$ cat config.mk
export PLATFORM = sky130hd
export DESIGN_NAME = prefetch_ctrl_flat
export DESIGN_NICKNAME = d
export VERILOG_FILES = /design/src/rtl/prefetch_ctrl_if.sv /design/src/rtl/prefetch_ctrl.sv /design/src/flat_wrapper.sv
export SDC_FILE = /design/constraint.sdc
export NUM_CORES = 1
export LEC_CHECK = 0
export CAP_MARGIN = 15
export CORE_UTILIZATION = 50
export DETAILED_ROUTE_END_ITERATION = 10
export DONT_BUFFER_PORTS = 1
export SKIP_CTS_REPAIR_TIMING = 1
export SYNTH_ARGS = -nofsm -noshare
export SYNTH_HDL_FRONTEND = slang
export SYNTH_SLANG_ARGS = --single-unit
$ cat constraint.sdc
create_clock -name iClk -period 4 [get_ports iClk]
set_input_delay 0.8 -clock iClk [delete_from_list [all_inputs] [get_ports iClk]]
set_output_delay 0.8 -clock iClk [all_outputs]
set_load 0.01 [all_outputs]
$ cat src/rtl/prefetch_ctrl_if.sv
// Memory-request and stream-buffer handshake bundle for the instruction prefetcher.
// The controller drives the request/write side through the master modport.
interface prefetch_ctrl_if #(
  parameter int unsigned ADDR_W = 20
);
  logic              oMemReq;
  logic [ADDR_W-3:0] oMemAddr;
  logic              iMemGnt;
  logic              iMemAck;
  logic              oAckWr;
  logic [1:0]        oMemIndex;
  logic              iConsume;

  modport master (
    output oMemReq,
    output oMemAddr,
    output oAckWr,
    output oMemIndex,
    input  iMemGnt,
    input  iMemAck,
    input  iConsume
  );

  modport slave (
    input  oMemReq,
    input  oMemAddr,
    input  oAckWr,
    input  oMemIndex,
    output iMemGnt,
    output iMemAck,
    output iConsume
  );
endinterface

$ cat src/rtl/prefetch_ctrl.sv
// Instruction prefetch sequencer: issues word fetches bounded by outstanding and
// buffer-credit limits, tags returned words with their entry byte offset, and
// discards stale returns after a jump.
module prefetch_ctrl #(
  parameter int unsigned          ADDR_W     = 20,
  parameter logic [ADDR_W-1:0]    RESET_ADDR = 20'hFFFF0,
  parameter int unsigned          MAX_OUT    = 2,
  parameter int unsigned          CREDITS    = 4
) (
  input  logic              iClk,
  input  logic              iRst,
  input  logic              iStart,
  input  logic              iJump,
  input  logic [ADDR_W-1:0] iJumpAddr,
  prefetch_ctrl_if.master   mem,
  output logic [1:0]        oOutstanding
);

  localparam logic [1:0]        MaxOut  = MAX_OUT[1:0];
  localparam logic [3:0]        Credits = CREDITS[3:0];
  localparam logic [ADDR_W-3:0] AddrOne = {{(ADDR_W-3){1'b0}}, 1'b1};

  typedef enum logic [1:0] {StIdle, StRun, StFlush} state_e;

  state_e            stateQ, stateD;
  logic [ADDR_W-3:0] addrQ, addrD;
  logic [1:0]        firstOffQ, firstOffD;
  logic              firstPendQ, firstPendD;
  logic [1:0]        outQ, outD;
  logic [2:0]        bufQ, bufD;
  logic [1:0]        discQ, discD;

  logic       ackValid;
  logic       memReq;
  logic       grant;
  logic       ackWr;
  logic       drop;
  logic [3:0] inUse;

  // Request/ack qualification and the combinational outputs.
  always_comb begin
    // An ack with nothing outstanding is a protocol error and is ignored entirely.
    ackValid = mem.iMemAck & (outQ != 2'd0);
    // Stale requests already lost their buffer slot, so they do not consume credit.
    inUse    = {2'b00, outQ} - {2'b00, discQ} + {1'b0, bufQ};
    memReq   = (stateQ != StIdle) & (outQ < MaxOut) & (inUse < Credits) & ~iJump;
    grant    = mem.iMemGnt & memReq;
    ackWr    = ackValid & (discQ == 2'd0) & ~iJump;
    drop     = ackValid & (discQ != 2'd0) & ~iJump;

    mem.oMemReq   = memReq;
    mem.oMemAddr  = addrQ;
    mem.oAckWr    = ackWr;
    mem.oMemIndex = (ackWr & firstPendQ) ? firstOffQ : 2'b00;
    oOutstanding  = outQ;
  end

  // Datapath next state: address, entry offset, and the three counters.
  always_comb begin
    addrD      = addrQ;
    firstOffD  = firstOffQ;
    firstPendD = firstPendQ;
    outD       = outQ;
    bufD       = bufQ;
    discD      = discQ;

    if (iJump) begin
      addrD      = iJumpAddr[ADDR_W-1:2];
      firstOffD  = iJumpAddr[1:0];
      firstPendD = 1'b1;
      bufD       = 3'd0;
      // No grant is possible this cycle, so every remaining request is stale.
      outD       = outQ - {1'b0, ackValid};
      discD      = outQ - {1'b0, ackValid};
    end else begin
      if (grant) begin
        addrD = addrQ + AddrOne;
      end

      unique case ({grant, ackValid})
        2'b10:   outD = outQ + 2'd1;
        2'b01:   outD = outQ - 2'd1;
        default: outD = outQ;
      endcase

      if (drop) begin
        discD = discQ - 2'd1;
      end

      if (ackWr) begin
        firstPendD = 1'b0;
      end

      if (ackWr && !mem.iConsume && ({1'b0, bufQ} < Credits)) begin
        bufD = bufQ + 3'd1;
      end else if (!ackWr && mem.iConsume && (bufQ != 3'd0)) begin
        bufD = bufQ - 3'd1;
      end
    end
  end

  // FSM next state: IDLE until started, FLUSH while stale returns remain.
  always_comb begin
    stateD = stateQ;
    unique case (stateQ)
      StIdle: begin
        if (iJump || iStart) begin
          stateD = StRun;
        end
      end
      StRun, StFlush: begin
        if (iJump) begin
          stateD = (discD != 2'd0) ? StFlush : StRun;
        end else if (stateQ == StFlush && discD == 2'd0) begin
          stateD = StRun;
        end
      end
      default: stateD = StIdle;
    endcase
  end

  // State register with asynchronous active-high reset.
  always_ff @(posedge iClk or posedge iRst) begin
    if (iRst) begin
      stateQ     <= StIdle;
      addrQ      <= RESET_ADDR[ADDR_W-1:2];
      firstOffQ  <= RESET_ADDR[1:0];
      firstPendQ <= 1'b1;
      outQ       <= 2'd0;
      bufQ       <= 3'd0;
      discQ      <= 2'd0;
    end else begin
      stateQ     <= stateD;
      addrQ      <= addrD;
      firstOffQ  <= firstOffD;
      firstPendQ <= firstPendD;
      outQ       <= outD;
      bufQ       <= bufD;
      discQ      <= discD;
    end
  end

  // Counter invariants.
  aOutBound : assert property (@(posedge iClk) disable iff (iRst) outQ <= MaxOut);
  aDiscBound : assert property (@(posedge iClk) disable iff (iRst) discQ <= outQ);
  aCredBound : assert property (@(posedge iClk) disable iff (iRst) inUse <= Credits);

endmodule

$ cat src/flat_wrapper.sv
// flat-port wrapper written by rule: the top's interface ports become plain ports
module prefetch_ctrl_flat 
#(
  parameter int unsigned          ADDR_W     = 20,
  parameter logic [ADDR_W-1:0]    RESET_ADDR = 20'hFFFF0,
  parameter int unsigned          MAX_OUT    = 2,
  parameter int unsigned          CREDITS    = 4
)
  (iClk, iRst, iStart, iJump, iJumpAddr, oOutstanding, mem_oMemReq, mem_oMemAddr, mem_oAckWr, mem_oMemIndex, mem_iMemGnt, mem_iMemAck, mem_iConsume);
  prefetch_ctrl_if #(.ADDR_W(ADDR_W)) mem_i ();
  input  logic iClk;
  input  logic iRst;
  input  logic iStart;
  input  logic iJump;
  input  logic [ADDR_W-1:0] iJumpAddr;
  output logic [1:0] oOutstanding;
  output wire logic [$bits(mem_i.oMemReq)-1:0] mem_oMemReq;
  output wire logic [$bits(mem_i.oMemAddr)-1:0] mem_oMemAddr;
  output wire logic [$bits(mem_i.oAckWr)-1:0] mem_oAckWr;
  output wire logic [$bits(mem_i.oMemIndex)-1:0] mem_oMemIndex;
  input wire logic [$bits(mem_i.iMemGnt)-1:0] mem_iMemGnt;
  input wire logic [$bits(mem_i.iMemAck)-1:0] mem_iMemAck;
  input wire logic [$bits(mem_i.iConsume)-1:0] mem_iConsume;
  assign mem_oMemReq = mem_i.oMemReq;
  assign mem_oMemAddr = mem_i.oMemAddr;
  assign mem_oAckWr = mem_i.oAckWr;
  assign mem_oMemIndex = mem_i.oMemIndex;
  assign mem_i.iMemGnt = mem_iMemGnt;
  assign mem_i.iMemAck = mem_iMemAck;
  assign mem_i.iConsume = mem_iConsume;
  prefetch_ctrl #(.ADDR_W(ADDR_W), .RESET_ADDR(RESET_ADDR), .MAX_OUT(MAX_OUT), .CREDITS(CREDITS)) u_core (.iClk(iClk), .iRst(iRst), .iStart(iStart), .iJump(iJump), .iJumpAddr(iJumpAddr), .mem(mem_i), .oOutstanding(oOutstanding));
endmodule
Word level (Yosys, flattened, before mapping)
Index checks and enable logic that the tools add are counted.
{"block": "op_classes", "addsub": 9, "mul": 0, "div": 0, "order_cmp": 3, "n_eq_ne": 6, "n_shift": 0, "mux": 17, "n_bitwise": 11, "n_reduce_logical": 22}
{"op": "2-to-1 mux 18 bit", "n": 2}
{"op": "adder 18 x 1 -> 18 bit, second input constant", "n": 1}
{"op": "2-to-1 mux 2 bit", "n": 8}
{"op": "nonzero test 2 bit", "n": 6}
{"op": "bitwise AND 1 bit", "n": 10}
{"op": "2-to-1 mux 3 bit", "n": 3}
{"op": "nonzero test 3 bit", "n": 3}
{"op": "one-hot mux 2 bit (2 select lines)", "n": 2}
{"op": "zero test 2 bit", "n": 3}
{"op": "logical AND 1 bit", "n": 5}
{"op": "adder 4 x 3 -> 4 bit", "n": 1}
{"op": "== test 2 x 1 -> 1 bit, second input constant", "n": 2}
{"op": "== test 2 bit, second input constant", "n": 2}
{"op": "< comparator 4 x 3 -> 1 bit, second input constant", "n": 1}
{"op": "subtractor 2 x 1 -> 2 bit, second input constant", "n": 2}
{"op": "adder 3 x 1 -> 3 bit, second input constant", "n": 1}
{"op": "< comparator 3 bit, second input constant", "n": 1}
{"op": "!= test 3 x 2 -> 1 bit, second input constant", "n": 1}
{"op": "subtractor 2 x 2 -> 3 bit", "n": 1}
{"op": "subtractor 3 x 1 -> 3 bit, second input constant", "n": 1}
{"op": "adder 2 x 1 -> 2 bit, second input constant", "n": 1}
{"op": "zero test 1 bit", "n": 2}
{"op": "< comparator 2 bit, second input constant", "n": 1}
{"op": "2-to-1 mux 1 bit", "n": 2}
{"op": "other kinds (6)", "n": 6}
{"block": "totals", "reg_bits": 30, "latchBits": 0, "mem_bits_rw": 0, "rom_bits": 0, "in_bits": 27, "out_inout_bits": 24, "elab_cells": 75, "mem_count": 0}

Longest topological paths before layout
Gate-level depths: netlist of run 1.
{"block": "depth", "word_depth": 11, "ltp_mapped": 12, "depth_no_buf": 10}

Least setup slack after synthesis of run 1
Ideal clock, no wire load.
{"block": "synth_timing", "kind": "register to output", "from": "register u_core.outQ[0] (netlist: u_core.oOutstanding[0])", "to": "output mem_oMemReq", "arrival_ns": 2.964, "required_ns": 3.200, "path_slack_ns": 0.236, "stages_incl_launch_ff": 11, "cell_sequence": "dfrtp_1 > inv_1 > ha_1 > inv_1 > fa_1 > ha_1 > and3b_4 > or3_1 > buf_6 > clkbuf_8 > a2111oi_0"}
{"block": "synth_via", "elab_chain_len": 5, "elab_cells_between_ends": 7}
{"element": "start, declared", "line_no": "prefetch_ctrl.sv:29", "text": "logic [1:0] outQ, outD;"}
{"element": "start signal, assigned", "line_no": "prefetch_ctrl.sv:137", "text": "outQ <= outD;"}
{"element": "subtractor 2 x 2 -> 3 bit", "line_no": "prefetch_ctrl.sv:45", "text": "inUse = {2'b00, outQ} - {2'b00, discQ} + {1'b0, bufQ};"}
{"element": "adder 4 x 3 -> 4 bit", "line_no": "prefetch_ctrl.sv:45"}
{"element": "< comparator 4 x 3 -> 1 bit", "line_no": "prefetch_ctrl.sv:46", "text": "memReq = (stateQ != StIdle) & (outQ < MaxOut) & (inUse < Credits) & ~iJump;"}
{"element": "bitwise AND 1 bit * (2 in a row)", "line_no": "prefetch_ctrl.sv:46"}
{"element": "end, declared", "line_no": "flat_wrapper.sv:17", "text": "output wire logic [$bits(mem_i.oMemReq)-1:0] mem_oMemReq;"}
Every way passes the cells marked *; elsewhere a longest branch is shown, timed or not.

Final worst setup path of run 1
Same ends and word-level chain as after synthesis.

==> run summary, run 1 <==
## Drt
• 17.2 um — routed len/inst
• 121 — DRT iter0 DRCs
• 4980 um — Final Routed Wirelength
• 0 — count of nets left with antenna violations after detail routing
• 4 — number of search-and-repair iterations in the first detailed-routing pass
• 1,733 — number of vias after detailed routing
• 5.98 — Avg Vias per Cell
• 0 — post-detailed-route DRC marker count

## Pwr
• 612 mW/mm^2 — Pwr per Cell Area
• 0.000303 V — Worst IR Drop VDD
• 0.000905 uW — Lkg Pwr

## Clocking
• 2 — buffers from clock root to sink, at most
• 30 — TritonCTS sink count
• 5 — clock buffers created by TritonCTS
• sky130_fd_sc_hd__clkbuf_8 — buffer type at the clock tree root
• 0.28 ns — latest clock arrival within the worst-skew pair
• 0.07 ns — post-CTS clock slew at the launch and capture registers of the worst setup and hold paths
• 2 — CTS HTree Levels
• built — clock tree from TritonCTS

## Yosys
• 0.349 — part of the Yosys area used for sequential elements
• 0 — number of enable flip-flop cells after synthesis
• 54 — post-synth cell types
• 275 — Post-Synthesis Net Count
• 0 — Synth Warn #
• 9.28 um^2 — synthesized area per cell
• 0.00221 mm^2 — cell area after synthesis
• sky130_fd_sc_hd__dfstp_2 — Post-synth top flop
• 30 — number of synthesized register bits
• 238 — Cells after Synth
• 1.00 — share of flip-flops with an asynchronous set or reset after synthesis

## Critical path
• 11 — cell depth of the worst flop-to-flop path
• output port — element type at the critical path end
• register — type of element launching the critical path
• register to output port — classification of the worst setup path
• 3.20 ns — CP Data Required Time
• inv_1 -> ha_1 -> inv_1 -> fa_1 -> ha_1 -> and3b_4 -> or3_1 -> a2111oi_2 -> buf_4 — Cell Chain, Critical Path
• 3.09 ns — data arrival time of the critical path
• 5 — crit path max fanout
• 0.43 ns — largest stage delay on the critical path
• sky130_fd_sc_hd__dfrtp_1 — slowest CP cell

## Timing
• 0.107 ns — setup slack of the critical path after layout
• 0.413 ns — Final Hold Slack
• 0 — Final Max Tran Viols
• 0.973 — Final period util
• 0.00813 ns — clock skew
• 257 MHz — Fmax
• no — unrepaired setup endpoints after global routing
• 0 — number of failing setup endpoints in the final timing report
• 0.612 — worst relative slew slack
• 3.89 ns — post-route minimum period
• 0.579 ns — worst-margin pin slew
• 0 — final hold viol count

## Die
• 68.5 um — Die X-Extent
• 0.00412 mm^2 — area of the core region
• 0.00469 mm^2 — die area
• 0.537 — initial cell density of the core
• 51 — I/O pin count
• 23 — site row count
• 68.5 um — Vert. Die Dim

## Place
• 0.00223 mm^2 — instance area after placement
• 0.304 ns — Setup Slack @ Placement
• 3580 um — detailed-placement wirelength estimate
• 0.779 — Routability Congestion
• 0 — number of buffers inserted by port buffering

## Cells and area
• 0.00130 mm^2 — area taken by multi-input logic gates
• 0 — Inserted Diodes
• 0.229 — share of final-layout standard cells stronger than drive strength 1
• 0.00236 mm^2 — final design instance area without fill
• 368 — filler cell count in the final layout
• 772 um^2 — Seq. cell area
• 276 — final-stage net count
• 6.91% — growth of design area from synthesis to finish

## Min path
• input pin to async pin — class of the most critical hold timing path

## GRT
• 8000 um — first-pass GRT wire length
• 0 — antenna violations before repair
• 1,687 — number of global-route vias before repair
• 0.235 — total routing usage reported by global routing
• 0 — overall overflow remaining after global route
• 42 — maximum number of pins on one net before global-route repair

## Flow run
• 0 — max cap viols

## Status
• finished clean — result of the run

==> through the flow <==
step	util	TNS, ns	total power, uW	cells
finish	0.574	0	1450	290
global route	0.574	0	1560	290
global placement	0.543	0	1120	281
CTS	0.566	-0.0349	1430	289
floorplan	-	0	1030	238
detailed placement	0.543	0	1170	281
==> layer usage <==
| metal | GRT usage | wire (um) | vias up |
|---|---|---|---|
| met1 | 0.299 | 2290 | 815 |
| met2 | 0.376 | 2340 | 47 |
| met4 | 0.0651 | 51 | 0 |
| met3 | 0.0767 | 301 | 6 |
| met5 | 0 | 0 | - |
| li1 | - | - | 865 |
==> synthesized netlist by cell type, drive strengths merged, types with 6 or more instances <==
cell	n	area, um^2
nand2	28	105
dfstp	17	447
a21oi	13	65.1
clkbuf	7	36.3
and3	7	43.8
nor2	11	41.3
mux2	6	67.6
dfrtp	13	325
o21ai	20	100
xnor2	13	114
nand3	7	35.0
ha	8	100
a2111oi	9	154
inv	17	63.8
==> sequential cells by signal, summed over array words and instances (netlist names) <==
name	flops
u_core.firstOffQ	2
u_core.mem.oMemAddr	18
u_core.bufQ	3
u_core.firstPendQ	1
u_core.oOutstanding	2
u_core.stateQ	2
u_core.discQ	2
==> area by class of cell <==
type	count	share of cell area
Timing Repair Buffer	6	0.0275
Clock buffer	6	0.0350
Tap cell	50	0.0265
Multi-Input combinational cell	179	0.552
Inverter	17	0.0270
Clock inverter	2	0.00530
Sequential cell	30	0.327
==> placed cells by master, fill, tap and decap left out, types with 3 or more instances in the layout <==
| cell | synthesis | routed |
|---|---|---|
| sky130_fd_sc_hd__nand4_1 | 4 | 4 |
| sky130_fd_sc_hd__and3_1 | 7 | 7 |
| sky130_fd_sc_hd__dfrtp_1 | 13 | 13 |
| sky130_fd_sc_hd__or2_2 | 3 | 3 |
| sky130_fd_sc_hd__nand2_1 | 28 | 28 |
| sky130_fd_sc_hd__xor2_1 | 3 | 3 |
| sky130_fd_sc_hd__a2111oi_2 | 3 | 4 |
| sky130_fd_sc_hd__a2111oi_4 | 3 | 3 |
| sky130_fd_sc_hd__nor2_1 | 11 | 11 |
| sky130_fd_sc_hd__clkbuf_8 | 1 | 6 |
| sky130_fd_sc_hd__a21oi_1 | 13 | 13 |
| sky130_fd_sc_hd__o21ai_1 | 3 | 3 |
| sky130_fd_sc_hd__nand3_1 | 7 | 7 |
| sky130_fd_sc_hd__mux2i_1 | 3 | 3 |
| sky130_fd_sc_hd__ha_1 | 8 | 8 |
| sky130_fd_sc_hd__o21ai_0 | 17 | 17 |
| sky130_fd_sc_hd__buf_4 | 1 | 5 |
| sky130_fd_sc_hd__nor3_1 | 3 | 3 |
| sky130_fd_sc_hd__xnor2_1 | 13 | 13 |
| sky130_fd_sc_hd__mux2_2 | 6 | 6 |
| sky130_fd_sc_hd__dfstp_2 | 17 | 17 |
| sky130_fd_sc_hd__a31oi_1 | 5 | 5 |
| sky130_fd_sc_hd__inv_1 | 16 | 16 |
| sky130_fd_sc_hd__a211oi_1 | 3 | 3 |
| sky130_fd_sc_hd__or3_1 | 3 | 3 |
==> report_power, final <==
part	switching (uW)	total, uW	internal (uW)
sequential	86.3	469	383
combinational	427	720	293
clock	119	257	138
total	632	1450	814
==> kinds of logic (layout without fill, tap and decap cells) <==
kind of cell / count (synthesis) / count (layout) / synth area share
simple gates: 81 / 81 / 0.191
fa+ha+maj: 10 / 10 / 0.0634
flops: 30 / 30 / 0.349
xor+xnor: 16 / 16 / 0.0634
buf+inv: 29 / 31 / 0.0634
compound gates: 63 / 63 / 0.225
mux: 9 / 9 / 0.0442
==> worst paths after layout <==
kind	slack [ns]	end	start
setup / recovery	0.11	mem_oMemReq	u_core.oOutstanding[0]
hold / removal	0.41	u_core.mem.oMemAddr[1]	iRst
setup reg to reg	0.59	u_core.mem.oMemAddr[10]	u_core.oOutstanding[0]
hold reg to reg	0.47	u_core.firstPendQ	u_core.firstPendQ
max in group asynchronous	3.06	u_core.firstPendQ	iRst
min in group iClk	0.47	u_core.firstPendQ	u_core.firstPendQ
==> critical path, delay by kind of cell, from the launching register on <==
kind | cells | cell delay (ns)
buf+inv | 3 | 0.42
compound gates | 1 | 0.43
fa+ha+maj | 3 | 0.90
simple gates | 2 | 0.62
flops | 1 | 0.43
No activity file was read; power rests on OpenSTA's default activity.
==> run 2: changes to the inputs <==
--- a/config.mk
+++ b/config.mk
@@ -9,6 +9,7 @@
 export CORE_UTILIZATION = 50
 export DETAILED_ROUTE_END_ITERATION = 10
 export DONT_BUFFER_PORTS = 1
+export REMOVE_ABC_BUFFERS = 1
 export SKIP_CTS_REPAIR_TIMING = 1
 export SYNTH_ARGS = -nofsm -noshare
 export SYNTH_HDL_FRONTEND = slang
==> run 2 against run 1 <==
Against the previous run:
- critical path depth did not move
- design area is 1.9% lower
- clock power is essentially flat
- clock skew is 0.0048 ns lower
- maximum frequency is 1.4% higher
- combinational power is 6.3% lower
- sequential share of layout area increased by 0.62 points
- first-iteration DRC count decreased by 33%
- sequential power up 3%
- setup slack better by 0.056 ns
- flip-flop and latch count stayed put
- highest routed layer unchanged
==> run summary, run 2 (synthesis results as in run 1) <==
## Status
• finished clean — result of the run

## GRT
• 1,676 — number of global-route vias before repair, -0.65%
• 42 — maximum number of pins on one net before global-route repair, unchanged
• 7720 um — first-pass GRT wire length, -3.5%
• 0 — antenna violations before repair, unchanged
• 0 — overall overflow remaining after global route, unchanged
• 0.227 — total routing usage reported by global routing, -0.00809

## Critical path
• register — type of element launching the critical path
• 3.20 ns — CP Data Required Time, about the same
• output port — element type at the critical path end
• u_core.oOutstanding[0] — reg-to-reg startpoint
• sky130_fd_sc_hd__a2111oi_1 — slowest CP cell
• 11 — cell depth of the worst flop-to-flop path, unchanged
• inv_1 -> ha_1 -> inv_1 -> fa_1 -> ha_1 -> and3b_4 -> or3_1 -> a2111oi_1 -> buf_4 — Cell Chain, Critical Path
• register to output port — classification of the worst setup path
• 0.46 ns — largest stage delay on the critical path, +0.03 ns
• 3 — crit path buf inv count, unchanged
• adder cells — family with the most delay on the worst path
• 5 — crit path max fanout, unchanged
• 3.04 ns — data arrival time of the critical path, -0.05 ns
• u_core.mem.oMemAddr[8] — worst flop-to-flop path endpoint
• 0.73 ns — setup slack of the worst register-to-register path, +0.14 ns

## Clocking
• 2 — buffers from clock root to sink, at most, unchanged
• 30 — TritonCTS sink count, unchanged
• sky130_fd_sc_hd__clkbuf_8 — buffer type at the clock tree root
• built — clock tree from TritonCTS
• 2 — CTS HTree Levels, unchanged
• 0.06 ns — post-CTS clock slew at the launch and capture registers of the worst setup and hold paths, about the same
• 0.28 ns — latest clock arrival within the worst-skew pair, about the same
• 5 — clock buffers created by TritonCTS, unchanged

## Cells and area
• 274 — final-stage net count, -0.72%
• 28 x sky130_fd_sc_hd__nand2_1, 17 x sky130_fd_sc_hd__o21ai_0, 17 x sky130_fd_sc_hd__dfstp_2 — most used cells in the layout excluding fill and tap cells
• 772 um^2 — Seq. cell area, unchanged
• sky130_fd_sc_hd__nand2_1 — most common library cell in the layout ignoring fill and taps
• 0.214 — share of final-layout standard cells stronger than drive strength 1, -0.0149
• 0 — Inserted Diodes, unchanged
• 388 — filler cell count in the final layout, +5.4%
• 288 — Final Instance Count excl. Fillers, -0.69%
• 4.93% — growth of design area from synthesis to finish
• 0.00130 mm^2 — area taken by multi-input logic gates, -0.38%
• 0.00232 mm^2 — final design instance area without fill, -1.9%
• 18 — number of flip-flops under the largest register name, unchanged

## Drt
• 16.8 um — routed len/inst, -2.3%
• 4 — number of search-and-repair iterations in the first detailed-routing pass, unchanged
• 0 — count of nets left with antenna violations after detail routing, unchanged
• 81 — DRT iter0 DRCs, -33%
• 4840 um — Final Routed Wirelength, -3.0%
• 0 — post-detailed-route DRC marker count, unchanged
• 6.04 — Avg Vias per Cell, +1.0%
• 1,739 — number of vias after detailed routing, +0.35%

## Die
• 23 — site row count, unchanged
• 51 — I/O pin count, unchanged
• 0.00469 mm^2 — die area, unchanged
• 0.00412 mm^2 — area of the core region, unchanged
• 0.537 — initial cell density of the core, unchanged
• 68.5 um — Vert. Die Dim, unchanged
• 68.5 um — Die X-Extent, unchanged

## Place
• 0 — number of buffers inserted by port buffering, unchanged
• 0.812 — Routability Congestion, +4.3%
• 3460 um — detailed-placement wirelength estimate, -3.4%
• 0.406 ns — Setup Slack @ Placement, +0.102 ns
• 280 — cell count after placement, -0.36%
• 0.00223 mm^2 — instance area after placement, -0.34%

## Pwr
• 0.000888 uW — Lkg Pwr, -1.9%
• 0.000279 V — Worst IR Drop VDD, -7.9%
• 609 mW/mm^2 — Pwr per Cell Area, -0.50%

## Min path
• u_core.firstPendQ — hold path startpoint
• 2 — hold path cells
• u_core.firstPendQ — Hold EP
• register to register — class of the most critical hold timing path

## Timing
• 0 — Final Max Tran Viols, unchanged
• 0 ns — setup_tns, unchanged
• 0.163 ns — setup slack of the critical path after layout, +0.0556 ns
• 261 MHz — Fmax, +1.4%
• 0.481 ns — worst-margin pin slew, -0.0975 ns
• 0.671 — worst relative slew slack, +0.0591
• 3.84 ns — post-route minimum period, -0.0556 ns
• 0.474 ns — Final Hold Slack, +0.0613 ns
• 0.959 — Final period util, -0.0139
• 0 — final hold viol count, unchanged
• no — unrepaired setup endpoints after global routing
• 0.00334 ns — clock skew, -0.00478 ns
• 0 — number of failing setup endpoints in the final timing report, unchanged

## Flow run
• 0 — max cap viols, unchanged

[run 2: power breakdown]
group	total (uW)	leakage, uW	internal [uW]	switching, uW
clock network	255	0.0000482	139	116
registers	482	0.000338	382	99.7
logic	675	0.000501	279	396
[run 2: cell type report]
cell class	count	area share
Multi-Input combinational cell	179	0.560
Sequential cell	30	0.333
Clock buffer	7	0.0372
Inverter	17	0.0275
Tap cell	50	0.0270
Timing Repair Buffer	4	0.0130
Clock inverter	1	0.00216
[run 2: how the worst max path moves through the flow]
stage | from | endpoint | cells past startpoint
6_report | u_core.oOutstanding[0] | mem_oMemReq | 9
5_1_grt | u_core.oOutstanding[0] | mem_oMemReq | 9
2_1_floorplan | u_core.oOutstanding[0] | mem_oMemReq | 8
3_3_place_gp | u_core.oOutstanding[0] | mem_oMemReq | 9
3_5_place_dp | u_core.oOutstanding[0] | mem_oMemReq | 9
4_1_cts | u_core.oOutstanding[0] | mem_oMemReq | 9
[run 2: worst register-to-register path: stages (launching register included)]
cell and delay (ns):
sky130_fd_sc_hd__dfrtp_1 0.42, sky130_fd_sc_hd__inv_1 0.15, sky130_fd_sc_hd__ha_1 0.16, sky130_fd_sc_hd__inv_1 0.05, sky130_fd_sc_hd__fa_1 0.43, sky130_fd_sc_hd__ha_1 0.30, sky130_fd_sc_hd__and3b_4 0.22, sky130_fd_sc_hd__or3_1 0.37
sky130_fd_sc_hd__buf_4 0.22, sky130_fd_sc_hd__a2111oi_0 0.49, sky130_fd_sc_hd__xor2_1 0.12, sky130_fd_sc_hd__mux2_2 0.28
[run 2: metal layers]
layer  up-vias  routed length, um  part of all wire  track usage
li1        855                  -                 -            -
met1       823               2240              0.46        0.289
met2        56               2210              0.46        0.360
met3         5                340             0.070       0.0750
met4         0                 51             0.011       0.0651
met5         -                  0                 0            0
[run 2: metrics by stage]
stage	util	total power, uW
after floorplan	-	993
after global placement	0.541	1110
after detailed placement	0.541	1150
after CTS	0.563	1420
after global routing	0.563	1530
final	0.563	1410
==> run 3: changes to the inputs <==
--- a/config.mk
+++ b/config.mk
@@ -5,11 +5,11 @@
 export SDC_FILE = /design/constraint.sdc
 export NUM_CORES = 1
 export LEC_CHECK = 0
-export CAP_MARGIN = 15
 export CORE_UTILIZATION = 50
 export DETAILED_ROUTE_END_ITERATION = 10
 export DONT_BUFFER_PORTS = 1
 export REMOVE_ABC_BUFFERS = 1
+export SETUP_SLACK_MARGIN = 0.5
 export SKIP_CTS_REPAIR_TIMING = 1
 export SYNTH_ARGS = -nofsm -noshare
 export SYNTH_HDL_FRONTEND = slang
==> run 3 against run 2 <==
Against the previous run:
- flip-flop and latch count unchanged
- first-iteration DRC count increased by 12%
- via count increased by 1.6%
- final cell count increased by 1.7%
- non-clock buffer count increased by 5
- clock skew increased by 0.0020 ns
- design area increased by 3.7%
- sequential share of layout area decreased by 1.2 points
- critical path type unchanged
- largest power group unchanged
- highest routed layer unchanged
==> run summary, run 3 (synthesis results as in run 1) <==
## Critical path
• register — type of element launching the critical path
• 2.87 ns — data arrival time of the critical path, -0.17 ns
• output port — element type at the critical path end
• 3 — crit path buf inv count, unchanged
• 4 — crit path max fanout, -1
• register to output port — classification of the worst setup path
• adder cells — family with the most delay on the worst path
• inv_2 -> ha_4 -> inv_2 -> fa_1 -> ha_4 -> or2_4 -> or3_4 -> a2111oi_4 -> buf_4 — Cell Chain, Critical Path
• 3.20 ns — CP Data Required Time, about the same
• sky130_fd_sc_hd__fa_1 — slowest CP cell
• 0.49 ns — largest stage delay on the critical path, +0.03 ns

## Drt
• 6.03 — Avg Vias per Cell, -0.18%
• 4980 um — Final Routed Wirelength, +3.0%
• 91 — DRT iter0 DRCs, +12%
• 1,766 — number of vias after detailed routing, +1.6%
• 0 — post-detailed-route DRC marker count, unchanged
• 17.0 um — routed len/inst, +1.2%
• 4 — number of search-and-repair iterations in the first detailed-routing pass, unchanged
• 0 — count of nets left with antenna violations after detail routing, unchanged

## Cells and area
• sky130_fd_sc_hd__nand2_1 — most common library cell in the layout ignoring fill and taps
• 279 — final-stage net count, +1.8%
• 8.78% — growth of design area from synthesis to finish
• 0.255 — share of final-layout standard cells stronger than drive strength 1, +0.0409
• 0.00240 mm^2 — final design instance area without fill, +3.7%
• 18 — number of flip-flops under the largest register name, unchanged
• 0 — Inserted Diodes, unchanged
• 28 x sky130_fd_sc_hd__nand2_1, 17 x sky130_fd_sc_hd__o21ai_0, 17 x sky130_fd_sc_hd__dfstp_2 — most used cells in the layout excluding fill and tap cells

## Timing
• 0 — number of failing setup endpoints in the final timing report, unchanged
• 0.497 ns — worst-margin pin slew, +0.0156 ns
• 0.00531 ns — clock skew, +0.00196 ns
• 0 ns — setup_tns, unchanged
• 0.660 — worst relative slew slack, -0.0107
• yes — unrepaired setup endpoints after global routing
• 0 — Final Max Tran Viols, unchanged
• 0.917 — Final period util, -0.0421
• 0 — final hold viol count, unchanged
• 273 MHz — Fmax, +4.6%
• 3.67 ns — post-route minimum period, -0.169 ns

## Place
• 3460 um — detailed-placement wirelength estimate, unchanged
• 0.00223 mm^2 — instance area after placement, unchanged
• 0 — number of buffers inserted by port buffering, unchanged
• 0.812 — Routability Congestion, unchanged

## Die
• 0.537 — initial cell density of the core, unchanged
• 0.00469 mm^2 — die area, unchanged
• 68.5 um — Vert. Die Dim, unchanged
• 0.00412 mm^2 — area of the core region, unchanged
• 23 — site row count, unchanged
• 68.5 um — Die X-Extent, unchanged
• 51 — I/O pin count, unchanged

## Clocking
• 30 — TritonCTS sink count, unchanged
• sky130_fd_sc_hd__clkbuf_8 — buffer type at the clock tree root
• built — clock tree from TritonCTS
• 0.28 ns — latest clock arrival within the worst-skew pair, about the same
• 5 — clock buffers created by TritonCTS, unchanged
• 2 — CTS HTree Levels, unchanged
• 2 — buffers from clock root to sink, at most, unchanged
• 0.07 ns — post-CTS clock slew at the launch and capture registers of the worst setup and hold paths, about the same

## Pwr
• 0.169 — part of the total power dissipated in the clock network, -0.011
• 0.000321 V — Worst IR Drop VDD, +15%
• 0.000912 uW — Lkg Pwr, +2.7%
• 0.322 — Seq pwr share, -0.020
• 658 uW — sw power, +7.6%
• 862 uW — internal power consumption, +7.7%
• 0.509 — Comb pwr share, +0.031
• 632 mW/mm^2 — Pwr per Cell Area, +3.8%
• 0.433 — switching power as a share of total power, about the same

## GRT
• 42 — maximum number of pins on one net before global-route repair, unchanged
• 7720 um — first-pass GRT wire length, unchanged
• 1,676 — number of global-route vias before repair, unchanged
• 0 — overall overflow remaining after global route, unchanged
• 0 — antenna violations before repair, unchanged
• 0.227 — total routing usage reported by global routing, unchanged

## Status
• finished clean — result of the run

## Min path
• register to register — class of the most critical hold timing path

## Flow run
• 0 — max cap viols, unchanged

==> run 3: cell count changes in the layout (fill, tap and decap cells not counted) <==
| cell | before | now |
|---|---|---|
| sky130_fd_sc_hd__or3_4 | 0 | 1 |
| sky130_fd_sc_hd__inv_2 | 1 | 3 |
| sky130_fd_sc_hd__buf_4 | 4 | 9 |
| sky130_fd_sc_hd__or3_1 | 3 | 2 |
| sky130_fd_sc_hd__inv_1 | 16 | 14 |
| sky130_fd_sc_hd__a2111oi_4 | 3 | 4 |
| sky130_fd_sc_hd__a2111oi_1 | 1 | 0 |
| sky130_fd_sc_hd__ha_4 | 0 | 2 |
| sky130_fd_sc_hd__ha_1 | 8 | 6 |
==> run 3: through the flow <==
| stage | hold slack [ns] | utilization | setup slack [ns] | cells | power, uW |
|---|---|---|---|---|---|
| floorplan | 0.442 | - | 0.198 | 226 | 993 |
| global placement | 0.451 | 0.541 | 0.433 | 280 | 1110 |
| detailed placement | 0.466 | 0.541 | 0.406 | 280 | 1150 |
| CTS | 0.477 | 0.563 | 0.0755 | 288 | 1420 |
| global route | 0.502 | 0.584 | 0.244 | 293 | 1640 |
| finish | 0.472 | 0.584 | 0.332 | 293 | 1520 |
==> run 3: worst register-to-register path, delay by kind of cell (launching register included) <==
family	cells	cell delay (ns)
AND/OR/NAND/NOR	2	0.64
XOR/XNOR	1	0.12
flip-flops	1	0.43
multiplexers	1	0.28
adder cells (fa/ha/maj)	3	0.81
AO/OA/AOI/OAI	1	0.50
buffers and inverters	4	0.50
==> run 3: power groups by stage <==
stage | sequential [uW] | combinational, uW | clock [uW]
4_1_cts | 482 | 673 | 264
2_1_floorplan | 463 | 530 | 0
3_5_place_dp | 487 | 667 | 0
3_3_place_gp | 481 | 628 | 0
6_report | 489 | 774 | 257
5_1_grt | 504 | 862 | 278
==> run 3: final cells by class <==
type | instances | area (um^2)
timing repair buffer | 9 | 67.6
clock buffer | 7 | 86.3
fill | 382 | 1710
clock inverter | 1 | 5.00
multi-input combinational | 179 | 1350
inverter | 17 | 63.8
sequential | 30 | 772
tap | 50 | 62.6
==> run 3: metal layers <==
metal  global-route usage  vias to the layer above  part of all wire
li1                     -                      865                 -
met1                0.289                      839              0.45
met2                0.360                       57              0.47
met3               0.0750                        5             0.064
met4               0.0651                        0            0.0096
met5                    0                        -                 0
==> run 3: path summary, 6_finish.rpt <==
kind                       slack, ns              startpoint                       to  depth (start not counted)
hold / removal                  0.47       u_core.firstPendQ        u_core.firstPendQ                          2
setup / recovery                0.33  u_core.oOutstanding[0]              mem_oMemReq                          9
setup reg to reg                0.64  u_core.oOutstanding[0]   u_core.mem.oMemAddr[8]                         12
min in group asynchronous       0.48                    iRst      u_core.firstOffQ[0]                          2
max in group asynchronous       3.20                    iRst  u_core.mem.oMemAddr[10]                          2
hold reg to reg                 0.47       u_core.firstPendQ        u_core.firstPendQ                          2
